--- config.mk ---
export PLATFORM = sky130hd
export DESIGN_NAME = dct_coef_buffer
export DESIGN_NICKNAME = d
export VERILOG_FILES = /design/src/rtl/dct_coef_buffer.sv
export SDC_FILE = /design/constraint.sdc
export NUM_CORES = 2
export LEC_CHECK = 0
export CAP_MARGIN = 25
export CORE_MARGIN = 2
export CORE_UTILIZATION = 43
export DETAILED_ROUTE_END_ITERATION = 8
export PLACE_DENSITY_LB_ADDON = 0.3
export SLEW_MARGIN = 10
export SYNTH_ARGS = -nofsm -noshare
export SYNTH_HDL_FRONTEND = slang
export SYNTH_SLANG_ARGS = --single-unit
--- constraint.sdc ---
create_clock -name clk -period 2.6 [get_ports clk]
set_input_delay 0.39 -clock clk [delete_from_list [all_inputs] [get_ports clk]]
set_output_delay 0.39 -clock clk [all_outputs]
set_load 0.005 [all_outputs]
--- src/rtl/dct_coef_buffer.sv ---
// dct_coef_buffer: ping-pong buffer capturing 64-word dct bursts and replaying sign-extended coefficients to the idct
module dct_coef_buffer #(
  parameter int DATA_W  = 32,
  parameter int COEF_HI = 31,
  parameter int COEF_LO = 16,
  parameter int BLK     = 64
) (
  input  logic              clk,
  input  logic              reset,
  input  logic              in_done,
  input  logic [DATA_W-1:0] in_data,
  output logic              out_start,
  input  logic              out_reading,
  output logic [DATA_W-1:0] out_data,
  output logic [1:0]        bank_count,
  output logic              overflow,
  output logic              short_block,
  output logic [1:0]        state_out
);
  localparam int CW = COEF_HI - COEF_LO + 1;
  localparam int AW = $clog2(BLK);
  localparam logic [AW-1:0] LAST = AW'(BLK - 1);

  typedef enum logic [1:0] {IDLE = 2'd0, STREAM = 2'd1, SWITCH = 2'd2} state_t;

  logic [CW-1:0] mem_q [2][BLK];
  logic [AW-1:0] wcnt_q, rcnt_q;
  logic          wbank_q, rbank_q, blocked_q, overflow_q, short_q, out_start_q;
  logic [1:0]    valid_q, valid_d;
  logic [DATA_W-1:0] out_data_q;
  state_t        state_q;

  logic          wr_en, commit, consume;
  logic [CW-1:0] rd_word;
  logic          unused_in;

  assign unused_in = ^in_data;
  assign wr_en     = in_done && !blocked_q && !valid_q[wbank_q];
  assign commit    = wr_en && wcnt_q == LAST;
  assign consume   = state_q == STREAM && out_reading && rcnt_q == LAST;
  assign rd_word   = mem_q[rbank_q][rcnt_q];

  // Commit sets and consume clears always hit different banks, so they combine freely
  always_comb begin
    valid_d = (valid_q | {commit && wbank_q, commit && !wbank_q})
            & ~{consume && rbank_q, consume && !rbank_q};
  end

  // Coefficient storage; no reset needed since valid bits gate every read
  always_ff @(posedge clk) begin
    if (wr_en) mem_q[wbank_q][wcnt_q] <= in_data[COEF_HI:COEF_LO];
  end

  // Write side: capture, commit, drop after commit or when full, discard short bursts
  always_ff @(posedge clk or negedge reset) begin
    if (!reset) begin
      wcnt_q     <= '0;
      wbank_q    <= 1'b0;
      blocked_q  <= 1'b0;
      overflow_q <= 1'b0;
      short_q    <= 1'b0;
      valid_q    <= 2'b00;
    end else begin
      valid_q <= valid_d;
      short_q <= !in_done && wcnt_q != '0;
      if (!in_done) begin
        blocked_q <= 1'b0;
        wcnt_q    <= '0;
      end else if (!blocked_q) begin
        if (valid_q[wbank_q]) begin
          overflow_q <= 1'b1;
          blocked_q  <= 1'b1;
        end else if (wcnt_q == LAST) begin
          wcnt_q    <= '0;
          wbank_q   <= ~wbank_q;
          blocked_q <= 1'b1;
        end else begin
          wcnt_q <= wcnt_q + 1'b1;
        end
      end
    end
  end

  // Read FSM: wait for a committed bank, stream it on demand, then hand over to the other bank
  always_ff @(posedge clk or negedge reset) begin
    if (!reset) begin
      state_q     <= IDLE;
      rcnt_q      <= '0;
      rbank_q     <= 1'b0;
      out_start_q <= 1'b0;
      out_data_q  <= '0;
    end else begin
      unique case (state_q)
        IDLE: if (valid_q[rbank_q]) begin
          state_q     <= STREAM;
          out_start_q <= 1'b1;
        end
        STREAM: if (out_reading) begin
          out_data_q <= {{(DATA_W-CW){rd_word[CW-1]}}, rd_word};
          if (rcnt_q == LAST) begin
            rcnt_q  <= '0;
            rbank_q <= ~rbank_q;
            state_q <= SWITCH;
          end else begin
            rcnt_q <= rcnt_q + 1'b1;
          end
        end
        SWITCH: begin
          state_q     <= valid_q[rbank_q] ? STREAM : IDLE;
          out_start_q <= valid_q[rbank_q];
        end
        default: begin
          state_q     <= IDLE;
          out_start_q <= 1'b0;
        end
      endcase
    end
  end

  assign out_start   = out_start_q;
  assign out_data    = out_data_q;
  assign bank_count  = {1'b0, valid_q[0]} + {1'b0, valid_q[1]};
  assign overflow    = overflow_q;
  assign short_block = short_q;
  assign state_out   = state_q;
endmodule

# Word level (Yosys, flattened, before mapping)
# Memory sizes are Yosys's and may differ from the RTL's.
# Index checks and enable logic that the tools add are counted.
# W data, S select, Z words.
dict set report word_totals {
  register_bits 38
  ramBits 2048
  input_bits 36
  out_inout_bits 39
  elab_cells 91
  n_memories 1
}
# name depth width rd rd_clocked_by_memory_dff wr line
set mem_list {}
lappend mem_list {mem_q 2 1024 1 0 1 26} ;# logic [CW-1:0] mem_q [2][BLK];
dict set report op_classes {
  add_sub_neg 3
  magnitude_cmp 5
  n_eq_ne 9
  mux 27
  bitwise_logic 10
  reduce_logical 25
}
# op n
set op_table {}
lappend op_table {{$mux W1024} 1}
lappend op_table {{$bmux W16 S6} 1}
lappend op_table {{$demux W16 S6} 1}
lappend op_table {{$mux W16} 3}
lappend op_table {{$mux W6} 5}
lappend op_table {{$ge A7 B7 Y1 const B} 2}
lappend op_table {{$not A6 Y7} 2}
lappend op_table {{$add A6 B1 Y6 const B} 2}
lappend op_table {{$eq A6 B6 Y1 const B} 2}
lappend op_table {{$logic_and A1 B1 Y1} 11}
lappend op_table {{$mux W1} 11}
lappend op_table {{$reduce_and A3 Y1} 3}
lappend op_table {{$ne A2 B2 Y1 const B} 4}
lappend op_table {{$lt A7 B1 Y1 const B} 1}
lappend op_table {{$mux W2} 3}
lappend op_table {{$pmux W2 S3} 1}
lappend op_table {{$reduce_and A2 Y1} 3}
lappend op_table {{$reduce_bool A6 Y1} 1}
lappend op_table {{$logic_not A1 Y1} 5}
lappend op_table {{$not A1 Y1} 5}
lappend op_table {{$lt A1 B2 Y1 const B} 2}
lappend op_table {{$reduce_and A4 Y1} 1}
lappend op_table {{$pmux W1 S3} 1}
lappend op_table {{$add A1 B1 Y2} 1}
lappend op_table {{other kinds (7)} 7}

# Longest topological paths before layout
dict set report logic_depth {
  depth_word 8
  mapped_depth 12
  mapped_depth_nobuf 6
}

# Least setup slack after synthesis
# No wires, ideal clock.
dict set report synth_path {
  path_kind {register -> register}
  start {reg valid_q[1]}
  end {mem mem_q[1][896] (netlist bit), enable pin}
  setup_time_ns 0.388
  arrival_ns 2.139
  t_required_ns 2.212
  path_slack_ns 0.072
  path_stages_with_launch 7
  period_less_slack_ns 2.528
  cell_sequence {dfrtp_1 mux2i_1 nand3b_1 or2_2 clkbuf_1 clkbuf_1 nor2_1}
}
dict set report synth_between {
  elab_chain_len 6
}
# item line
set synth_lines {}
lappend synth_lines {{start, declared} 29} ;# logic [1:0] valid_q, valid_d;
lappend synth_lines {{start signal, assigned} 64} ;# valid_q <= valid_d;
lappend synth_lines {{$mux W1 (not written as such) (2 in a row)} 38} ;# assign wr_en = in_done && !blocked_q && !valid_q[wbank_q];
lappend synth_lines {{$logic_not A1 Y1} 38}
lappend synth_lines {{$logic_and A1 B1 Y1} 38}
lappend synth_lines {{$mux W1} 51} ;# if (wr_en) mem_q[wbank_q][wcnt_q] <= in_data[COEF_HI:COEF_LO];
lappend synth_lines {{$mux W1024 (not written as such)} 51}
lappend synth_lines {{end, declared} 26}
# No other way between the ends. The select of a mux whose other input is x is not followed.

# Worst setup path after layout
dict set report layout_path {
  start {reg rbank_q}
  end {reg out_data_q[0], in the netlist out_data[0]}
}
dict set report layout_between {
  elab_chain_len 4
}
# item line
set layout_lines {}
lappend layout_lines {{start, declared} 28} ;# logic wbank_q, rbank_q, blocked_q, overflow_q, short_q, out_start_q;
lappend layout_lines {{start signal, assigned} 102} ;# rbank_q <= ~rbank_q;
lappend layout_lines {{$mem_v2 Z2 W1024} -}
lappend layout_lines {{$bmux W16 S6} 41} ;# assign rd_word = mem_q[rbank_q][rcnt_q];
lappend layout_lines {{$mux W16 (not written as such) (2 in a row)} 41}
lappend layout_lines {{end signal, assigned} 99} ;# out_data_q <= {{(DATA_W-CW){rd_word[CW-1]}}, rd_word};
lappend layout_lines {{end, declared} 30} ;# logic [DATA_W-1:0] out_data_q;
# No other way between the ends. The select of a mux whose other input is x is not followed.
# A chain may end at the register's enable or synchronous reset.

==> run metrics <==
R2R setup slack -310 ps; Critical Path Source rbank_q$_DFFE_PN0N_; Clock Skew 41.5 ps; Synth warnings 0; Placeable Area 186000 um^2; RSZ-0062 raised after global routing yes; minimum clock period 2910 ps; Hold Slack 70.1 ps; Synth Area in Compound Gates 3.01%; Critical Path AT 3630 ps; largest net degree at the start of global routing 129; full die area 191000 um^2; via/cell ratio 5.92; GRT Resource Usage Total 23.3%; design area 99200 um^2; Commonest cells post-synth edfxtp_1, mux4_2, mux2i_1; mux cell area share after synthesis 15.6%; simple-gate area share of the yosys netlist 2.12%; top cell type's share of synthesized area 76.2%; CTS clk-pin slew, worst paths 70 ps; Final Worst Setup Slack -308 ps; grt ovf 0; ys async rst share 1.82%; TritonRoute pass-1 iters 8; top-count cell post-synth edfxtp_1; syn_nets 3803; failing checks setup timing; IO Pins 75; reg2reg start rbank_q$_DFFE_PN0N_; run status finished, violations left; final setup vio count 16; Slew HR 41.7%; H-tree depth 4; kind of critical path flop to flop; Max IR drop VDD 0.680 mV; Critical Path Start Type flop; max-slew violation count 0; total negative slack -3310 ps; final hold viol count 0; crit path capture out_data[0]$_DFFE_PN0N_; Syn Area/Cell 21.4 um^2; Unique masters post-synth 63; PortBufs 58; Die Width 437 um; Worst R2R End out_data[0]$_DFFE_PN0N_; Synth Area in Adders 0.0620%; CTS sink cnt 2086; vias in the first global route 41752; starting density of the core 43.4%; Gate Count Post-Synth 3763; antenna violations before repair 4; Skew-Pair Late Insertion Delay 840 ps; Place WS -739 ps; Post-Synth XOR/XNOR Area 0.0651%; largest family of logic cells by synthesized area multiplexers; synth top area cells edfxtp_1, mux4_2, mux2i_1; Rows 158; power per cell area 988 nW/um^2; Slew @ Worst Pin 874 ps; Root Driver clkbuf_16; Max Fanout on Critical Path 17; Die Y 437 um; max-cap viol count 0; wire length of the first global-routing pass 316000 um; FMAX 344 MHz; WL final 223000 um; crit share post-route 112%; number of remaining DRC errors 0; CP Capture Type flop; CTS tree yes; sequential area share after synthesis 77.4%; Static Leak 31.9 nW; fin util 53.4%; number of synthesized flops with an enable pin 2048; net count reported at finish 4534; antenna viol nets, final 0; DP HPWL 141000 um; synthesized flop and latch total 2086; Vias 42301; gp weighted congestion 0.957; worst min path class primary input to flop; routed len/inst 31.2 um; ratio of cells with drive above 1 in the final layout 35.1%; Max Buffers Root-to-Sink 3; CTS buffer count 205; Top FF cell, synth edfxtp_1; Yosys top cell by area edfxtp_1; Post-Synthesis Cell Area 80700 um^2; Placed Instance Area 90200 um^2; worst endpoint required time 3330 ps; Initial DRC Count 5275; R2R depth 9; layout overhead on the synthesized area 23.0%
[cell families after synthesis]
logic type,Yosys count
flip-flops,2086
multiplexers,686
buffers and inverters,234
AND/OR/NAND/NOR,401
XOR/XNOR,6
adder cells (fa/ha/maj),4
AO/OA/AOI/OAI,346
[sequential cells by signal, indices dropped and copies added (netlist names), 2 cells and up]
| register | cells |
|---|---|
| out_data | 16 |
| rcnt_q | 6 |
| state_out | 2 |
| mem_q | 2048 |
| valid_q | 2 |
| wcnt_q | 6 |
[how the worst min path moves through the flow]
| stage | startpoint | to | slack, ps | cells past startpoint |
|---|---|---|---|---|
| 2_1_floorplan | reset | blocked_q$_DFF_PN0_ | 90 | 0 |
| 3_3_place_gp | reset | out_data[15]$_DFFE_PN0N_ | 490 | 1 |
| 3_5_place_dp | reset | out_data[15]$_DFFE_PN0N_ | 480 | 1 |
| 4_1_cts | in_data[16] | mem_q[1][752]$_DFFE_PP_ | 40 | 1 |
| 5_1_grt | in_data[22] | mem_q[1][838]$_DFFE_PP_ | 50 | 1 |
| 6_report | in_data[30] | mem_q[0][414]$_DFFE_PP_ | 70 | 1 |
[worst max-delay path, stage by stage, from the launching register on]
cell and delay [ps]:
dfrtp_4 460, buf_12 160, buf_12 170, buf_16 200
mux4_2 530, nand2_1 80, nand2_1 180, a221oi_1 640
o31ai_4 170, o221a_2 160
[layout by cell type (no fill, tap or decap), types with 49 or more instances in the layout]
cell / instances
nor2_1: 136
edfxtp_1: 2048
buf_12: 210
mux2i_1: 211
mux4_2: 455
nand2_1: 131
clkbuf_16: 209
buf_4: 440
nand3_1: 49
[area by class of cell]
class | instances | area (um^2)
timing repair buffer | 747 | 8940
clock inverter | 131 | 1510
antenna | 2 | 5.00
fill | 14148 | 86600
sequential | 2086 | 62500
tap | 2480 | 3100
inverter | 11 | 46.3
clock buffer | 249 | 5400
multi-input combinational | 1443 | 17700
[through the flow]
step	power, mW	cells
after floorplan	51.0	3763
after global placement	64.9	6694
after detailed placement	65.0	6694
after CTS	97.1	7121
after global routing	101	7147
final	98.0	7149
[timing repair]
action | CTS | global route
gates resized for setup | 159 | 105
cloned | 10 | 2
hold endpoints to repair | 68 | 0
pin swaps | 22 | 23
buffers inserted | 36 | 27
setup endpoints to repair | 31 | 899
hold buffers | 3 | 0
[metal layers]
layer	track usage [%]	up-vias	share of wire (%)
met3	4.80	403	8.6
met5	0	-	0
li1	-	17259	-
met1	32.8	22595	41
met2	35.9	2044	47
met4	8.95	0	4.1
[where the power goes]
| group | total, mW | switching [mW] | internal, mW |
|---|---|---|---|
| clock | 30.3 | 12.8 | 17.5 |
| combinational | 29.9 | 16.4 | 13.5 |
| sequential | 37.7 | 0.527 | 37.2 |
| total | 98.0 | 29.8 | 68.2 |
No activity file was read; power rests on OpenSTA's default activity.
